[src/rtl/alu_pkg.sv]
// Shared constants for the ALU issue/writeback slice: ALU Sel opcodes and
// controller state encoding.
package alu_pkg;

    localparam logic [2:0] OP_ADD = 3'b000;
    localparam logic [2:0] OP_AND = 3'b001;
    localparam logic [2:0] OP_OR  = 3'b010;
    localparam logic [2:0] OP_MUL = 3'b011;
    localparam logic [2:0] OP_SUB = 3'b100;
    localparam logic [2:0] OP_SLT = 3'b101;

    localparam logic [1:0] ST_IDLE = 2'd0;
    localparam logic [1:0] ST_EXEC = 2'd1;
    localparam logic [1:0] ST_WB   = 2'd2;

endpackage

[src/rtl/alu_regfile.sv]
// Register file: two combinational read ports, one synchronous write port.
// r0 is never written, so it reads as zero after reset.
module alu_regfile #(
    parameter  int DATA_W = 32,
    parameter  int NREGS  = 8,
    localparam int ADDR_W = $clog2(NREGS)
) (
    input  logic              CLK,
    input  logic              RST,
    input  logic              we,
    input  logic [ADDR_W-1:0] waddr,
    input  logic [DATA_W-1:0] wdata,
    input  logic [ADDR_W-1:0] raddr1,
    output logic [DATA_W-1:0] rdata1,
    input  logic [ADDR_W-1:0] raddr2,
    output logic [DATA_W-1:0] rdata2
);

    logic [DATA_W-1:0] regs [NREGS];

    always_ff @(posedge CLK) begin
        if (RST) begin
            for (int i = 0; i < NREGS; i++) regs[i] <= '0;
        end else if (we && (waddr != '0)) begin
            regs[waddr] <= wdata;
        end
    end

    assign rdata1 = regs[raddr1];
    assign rdata2 = regs[raddr2];

endmodule

[src/rtl/alu_issue_ctrl.sv]
// Issue/writeback controller in front of the registered ALU: one instruction
// in flight, load-immediates complete in a single cycle.
//
// state   | meaning
// IDLE    | ready; LD completes here, ALU op latches operands and goes to EXEC
// EXEC    | ALU registers its result; operands held stable
// WB      | capture alu_r into rf[rd] and pulse res_valid
module alu_issue_ctrl
    import alu_pkg::*;
#(
    parameter  int DATA_W = 32,
    parameter  int NREGS  = 8,
    localparam int ADDR_W = $clog2(NREGS)
) (
    input  logic              CLK,
    input  logic              RST,
    input  logic              in_valid,
    output logic              in_ready,
    input  logic              in_ld,
    input  logic [2:0]        in_op,
    input  logic [ADDR_W-1:0] in_rd,
    input  logic [ADDR_W-1:0] in_rs1,
    input  logic [ADDR_W-1:0] in_rs2,
    input  logic [DATA_W-1:0] in_imm,
    output logic [DATA_W-1:0] alu_a,
    output logic [DATA_W-1:0] alu_b,
    output logic [2:0]        alu_sel,
    input  logic [DATA_W-1:0] alu_r,
    input  logic              alu_z,
    output logic              res_valid,
    output logic [ADDR_W-1:0] res_rd,
    output logic [DATA_W-1:0] res_data,
    output logic              res_zero
);

    logic [1:0]        state;
    logic [ADDR_W-1:0] rd_q;
    logic              accept;
    logic              rf_we;
    logic [ADDR_W-1:0] rf_waddr;
    logic [DATA_W-1:0] rf_wdata;
    logic [DATA_W-1:0] rs1_data;
    logic [DATA_W-1:0] rs2_data;

    assign in_ready = (state == ST_IDLE);
    assign accept   = in_valid && in_ready;

    // LD writes from the instruction port; WB writes the ALU result. They
    // can never coincide because WB is not a ready state.
    always_comb begin
        rf_we    = 1'b0;
        rf_waddr = in_rd;
        rf_wdata = in_imm;
        if (accept && in_ld) begin
            rf_we = 1'b1;
        end else if (state == ST_WB) begin
            rf_we    = 1'b1;
            rf_waddr = rd_q;
            rf_wdata = alu_r;
        end
    end

    alu_regfile #(
        .DATA_W(DATA_W),
        .NREGS (NREGS)
    ) u_rf (
        .CLK   (CLK),
        .RST   (RST),
        .we    (rf_we),
        .waddr (rf_waddr),
        .wdata (rf_wdata),
        .raddr1(in_rs1),
        .rdata1(rs1_data),
        .raddr2(in_rs2),
        .rdata2(rs2_data)
    );

    always_ff @(posedge CLK) begin
        if (RST) begin
            state     <= ST_IDLE;
            rd_q      <= '0;
            alu_a     <= '0;
            alu_b     <= '0;
            alu_sel   <= '0;
            res_valid <= 1'b0;
            res_rd    <= '0;
            res_data  <= '0;
            res_zero  <= 1'b0;
        end else begin
            res_valid <= 1'b0;
            case (state)
                ST_IDLE: begin
                    if (accept && in_ld) begin
                        res_valid <= 1'b1;
                        res_rd    <= in_rd;
                        res_data  <= in_imm;
                        res_zero  <= (in_imm == '0);
                    end else if (accept) begin
                        alu_a   <= rs1_data;
                        alu_b   <= rs2_data;
                        alu_sel <= in_op;
                        rd_q    <= in_rd;
                        state   <= ST_EXEC;
                    end
                end
                ST_EXEC: state <= ST_WB;
                ST_WB: begin
                    res_valid <= 1'b1;
                    res_rd    <= rd_q;
                    res_data  <= alu_r;
                    res_zero  <= alu_z;
                    state     <= ST_IDLE;
                end
                default: state <= ST_IDLE;
            endcase
        end
    end

endmodule

[config.mk]
export PLATFORM = sky130hd
export DESIGN_NAME = alu_issue_ctrl
export DESIGN_NICKNAME = d
export VERILOG_FILES = /design/src/rtl/alu_pkg.sv /design/src/rtl/alu_regfile.sv /design/src/rtl/alu_issue_ctrl.sv
export SDC_FILE = /design/constraint.sdc
export NUM_CORES = 1
export LEC_CHECK = 0
export CORE_AREA = 2 2 184 186
export DETAILED_ROUTE_END_ITERATION = 10
export DIE_AREA = 0 0 186 188
export PLACE_DENSITY = 0.78
export SLEW_MARGIN = 25
export SYNTH_ARGS = -nofsm -noshare
export SYNTH_HDL_FRONTEND = slang
export SYNTH_SLANG_ARGS = --single-unit
export TNS_END_PERCENT = 1
[constraint.sdc]
create_clock -name CLK -period 7.9 [get_ports CLK]
set_clock_uncertainty 0.2 [all_clocks]
set_input_delay 0.79 -clock CLK [delete_from_list [all_inputs] [get_ports CLK]]
set_output_delay 0.79 -clock CLK [all_outputs]
set_load 0.03 [all_outputs]
After elaboration in Yosys (flattened, before gate mapping)
Memory sizes are Yosys's and may differ from the RTL's. A register that Yosys moved wholly into a read port is not among the register bits.
Cells that the tools add are included.
Widths: inputs -> output; s select.
{ "totals": {"n_memories": 1, "ff_bits": 45, "mem_bits_rw": 256} }
{ "mem_list": {"columns": ["name", "depth", "width", "read_ports", "rd_clocked_by_memory_dff", "write_ports", "line", "source"], "rows": [
  ["u_rf.regs", 8, 32, 2, 2, 8, "alu_regfile.sv:19", "logic [DATA_W-1:0] regs [NREGS];"]
]} }
{ "classes": {"mux": 25, "n_bitwise": 1, "reduce_logical": 11, "eq_ne": 5} }
{ "op_table": {"columns": ["op", "n"], "rows": [
  ["$mux 32", 4],
  ["$pmux 32 s2", 1],
  ["$logic_not 32->1", 1],
  ["$reduce_or 32->1", 1],
  ["$mux 3", 4],
  ["$mux 1", 10],
  ["$pmux 3 s2", 1],
  ["$mux 2", 2],
  ["$ne 2x1->1 const B", 2],
  ["$pmux 1 s2", 2],
  ["$pmux 2 s2", 1],
  ["$reduce_and 2->1", 2],
  ["$logic_and 1x1->1", 3],
  ["$reduce_and 3->1", 1],
  ["$reduce_bool 3->1", 1],
  ["$eq 2x1->1 const B", 1],
  ["$eq 2x2->1 const B", 1],
  ["$logic_not 2->1", 1],
  ["$ne 2x2->1 const B", 1],
  ["$reduce_bool 2->1", 1],
  ["$not 1->1", 1]
]} }

Longest topological paths before layout
{ "depth": {"ltp_word": 11, "depth_mapped": 7, "depth_no_buf": 4} }

Hierarchy
A second synthesis with hierarchy kept.
{ "hier_totals": {"hier_cells": 1324, "hier_area_um2": 17636.9} }
{ "modules_own_cells": {"columns": ["mod", "cells_per_inst", "instances", "area_each_um2"], "rows": [
  ["alu_regfile", 805, 1, 13420.4],
  ["alu_issue_ctrl", 519, 1, 4216.5]
]} }

Least setup slack after synthesis
OpenSTA, ideal clock, no wires.
{ "synth_path": {"path_kind": "in2reg", "startpoint": "input port in_rd[1]", "endpoint": "memory u_rf.regs[5][0] (enable)", "t_arrival_ns": 2.276, "n_path_buf": 1, "path_stages": 5, "required_time_ns": 7.311, "slack_ns": 5.035, "cell_sequence": "nand2b_1 o21ai_1 nand4_1 buf_2 nand2_1"} }
{ "synth_lines": {"columns": ["item", "line", "source"], "rows": [
  ["from (decl)", "alu_issue_ctrl.sv:21", "input logic [ADDR_W-1:0] in_rd,"],
  ["to (decl)", "alu_regfile.sv:19", null]
]} }

==> qor.txt <==
vias per cell: 6.09
post-layout total power: 4.54 mW
peak per-stage delay on the critical path: 0.71 ns
cell types occupying the most area after synthesis: sky130_fd_sc_hd__edfxtp_1, sky130_fd_sc_hd__mux4_2, sky130_fd_sc_hd__dfxtp_1
average routed wire per standard cell: 23.2 µm
DP HPWL: 27200 µm
net switching power of the design: 1.11 mW
Filler cells: 2527
maximum number of pins on one net before global-route repair: 75
cell accounting for the most synthesized area: sky130_fd_sc_hd__edfxtp_1
cts hold-fix bufs: 0
area of the core: 33100 µm²
Yosys warnings: 0
number of distinct library cells after synthesis: 42
internal cell power: 3.43 mW
data arrival at the endpoint of the critical path: 4.07 ns
relative slew slack: 0.254
LEAKAGE: 6.88 nW
run status: complete, no violations
fmax: 248 MHz
number of max-cap violations: 0
switching share of power: 0.243
number of global-route vias before repair: 11400
number of instances resized during post-cts repair: 0
cell family with the largest share of critical-path delay: simple AND/OR/NAND/NOR gates
residual antenna-violating net count after detailed routing: 0
met3 track utilization from global routing: 0.0635
total global routing track utilization: 0.250
horizontal die dimension: 186 µm
power density over the cells: 229 nW/µm²
Reg power frac: 0.487
clock transition at the registers of the reported paths: 0.06 ns
clock tree buffer depth: 3
part of the total power dissipated in combinational logic: 0.126
number of rows in the core area: 67
Placed Instance Area: 18500 µm²
met2 track utilization from global routing: 0.405
aggregate negative setup slack: 0 ns
Slew Limit Fails: 0
area of all placed cells without fillers: 19800 µm²
Buf+Inv Stages, Crit Path: 3
Slowest cell on crit path: sky130_fd_sc_hd__nor2b_4
initial antenna violation count: 2
Max H-tree Level: 2
number of sinks on the clock net: 365
Area growth syn-to-layout: 21.4%
leftover overflow at the end of global routing: 0
proportion of power drawn by the clock network: 0.387
register bit count reported by yosys: 365
worst vdd ir: 0.000161 V
Tmin final: 4.03 ns
type of element capturing the critical path: flop
chip height: 188 µm
final hold violation count: 0
crit-path most repeated cell: sky130_fd_sc_hd__buf_4
GR peak layer: met2
count of pins on the block boundary: 186
share of final-layout standard cells stronger than drive strength 1: 0.164
worst-path maximum fanout: 33
combined area of all synthesized cells: 16300 µm²
Setup CP Type: reg2reg
Setup crit start kind: flop
transition at the pin with the smallest max-transition slack: 1.09 ns
GR Layer Usage met1: 0.329
length of the first detailed-routing pass in iterations: 6
TritonCTS clock tree: built
sequential fraction of the synthesis area: 0.605
average footprint of a synthesized cell: 13.7 µm²
first-iteration detailed-routing DRC count: 1260
Port Buffers: 185
post-route clock period utilization: 0.510
effective utilization at floorplan: 0.492
post-CTS repair timing setup buffer count: 0
routed via count: 11300
post-detailed-routing wire length: 42900 µm
Synth Instances: 1189
Crit path required time: 7.94 ns
crit-path cells: nor2b_4, buf_4, nor3_1, o2111ai_4, buf_4, nand2_1, buf_4
# setup viols final: 0
setup repair after global routing missed its margin: false
class of the tightest hold or removal check: reg2reg
Inserted Clock Buffers: 39
clock root buffer: sky130_fd_sc_hd__clkbuf_16
antenna diode count: 0
clock latency on the worst-skew pair: 0.52 ns
full die area: 35000 µm²
number of design rule violations left after detail routing: 0
final estimated routing congestion in global placement: 0.817
number of nets in the final layout: 1453
fraction of post-synthesis cell area in the top cell type by area: 0.472
wire length of the first global-routing pass: 65600 µm
==> path summary, 6_finish.rpt <==
path / start / endpoint / slack, ns / cells after the start
worst max-delay path: state[1]$_SDFFE_PP0P_ / u_rf.regs[1][14]$_SDFFCE_PN0P_ / 3.87 / 7
worst max register to register: state[1]$_SDFFE_PP0P_ / u_rf.regs[1][14]$_SDFFCE_PN0P_ / 3.87 / 7
worst min register to register: rd_q[0]$_SDFFE_PP0P_ / rd_q[0]$_SDFFE_PP0P_ / 0.25 / 2
worst min-delay path: rd_q[0]$_SDFFE_PP0P_ / rd_q[0]$_SDFFE_PP0P_ / 0.25 / 2
==> power groups by stage <==
stage / Clock, mW / Sequential [mW] / Combinational [mW]
2_1_floorplan: 0 / 2.31 / 0.277
3_3_place_gp: 0 / 2.24 / 0.559
3_5_place_dp: 0 / 2.25 / 0.567
4_1_cts: 1.77 / 2.21 / 0.570
5_1_grt: 1.86 / 2.22 / 0.604
6_report: 1.76 / 2.21 / 0.571
==> layer usage <==
metal	wire, µm	share of wire
met1	15800	0.37
met2	20800	0.48
met3	5010	0.12
met4	1280	0.030
met5	37	0.00086
==> state kept, by name (all words and copies together) (netlist names) <==
register,flops
res_zero,1
u_rf.regs,256
rd_q,3
alu_b,32
alu_sel,3
state,2
alu_a,32
res_data,32
res_rd,3
res_valid,1
==> metrics by stage <==
stage,hold slack [ns],worst slack [ns],std cells,util
4_1_cts,0.256,3.57,1850,0.596
6_report,0.251,3.87,1850,0.597
2_1_floorplan,0.232,5.03,1220,-
3_5_place_dp,0.248,3.03,1779,0.559
5_1_grt,0.279,3.68,1850,0.597
3_3_place_gp,0.247,3.11,1779,0.559
==> synth_stat cells (all sizes together) <==
master   instances
nor4             8
o22ai           64
a211oi          33
nor4b            1
o21ai           66
a22oi            1
nand4bb          1
nor2b            1
a21o             1
nand2b           5
dfxtp          109
or4bb            1
and3b            1
edfxtp         256
clkbuf          46
a21oi            7
mux2i           33
a311oi           2
inv              1
nand3b           1
nor3             3
nand4            5
or2              1
o32ai            1
o2111ai          1
buf             51
nand3            4
nor2           328
nand2           27
conb             1
nor3b            1
mux4           128
==> cells by family after synthesis <==
group           Yosys count  share of synthesized area
simple gates            388                     0.0987
mux                     161                      0.197
buf+inv                  98                     0.0320
other cells               1                   0.000230
flops                   365                      0.605
compound gates          176                     0.0662
==> final cells by class <==
| cell class | count | area, µm² | area share |
|---|---|---|---|
| Sequential cell | 365 | 9870 | 0.499 |
| Multi-Input combinational cell | 757 | 6100 | 0.308 |
| Timing Repair Buffer | 208 | 2010 | 0.101 |
| Clock buffer | 60 | 1190 | 0.0601 |
| Tap cell | 448 | 561 | 0.0283 |
| Clock inverter | 11 | 53.8 | 0.00272 |
| Inverter | 1 | 3.75 | 0.000190 |
==> cell usage in the layout (no fill, tap or decap), types with 7 or more instances in the layout <==
cell,n
sky130_fd_sc_hd__a211oi_1,32
sky130_fd_sc_hd__a21oi_1,7
sky130_fd_sc_hd__buf_4,26
sky130_fd_sc_hd__clkbuf_1,11
sky130_fd_sc_hd__clkbuf_16,42
sky130_fd_sc_hd__clkbuf_8,7
sky130_fd_sc_hd__clkdlybuf4s50_1,180
sky130_fd_sc_hd__conb_1,32
sky130_fd_sc_hd__dfxtp_1,109
sky130_fd_sc_hd__edfxtp_1,256
sky130_fd_sc_hd__mux2i_1,28
sky130_fd_sc_hd__mux4_2,128
sky130_fd_sc_hd__nand2_1,27
sky130_fd_sc_hd__nor2_1,327
sky130_fd_sc_hd__nor4_1,7
sky130_fd_sc_hd__o21ai_0,64
sky130_fd_sc_hd__o22ai_1,64
==> worst reg2reg max path, delay by kind of cell, from the launching register on <==
family	cells	cell delay (ns)
AND/OR/NAND/NOR	3	1.44
flip-flops	1	0.53
AO/OA/AOI/OAI	1	0.20
buffers and inverters	3	1.38
No activity file was read; power rests on OpenSTA's default activity.
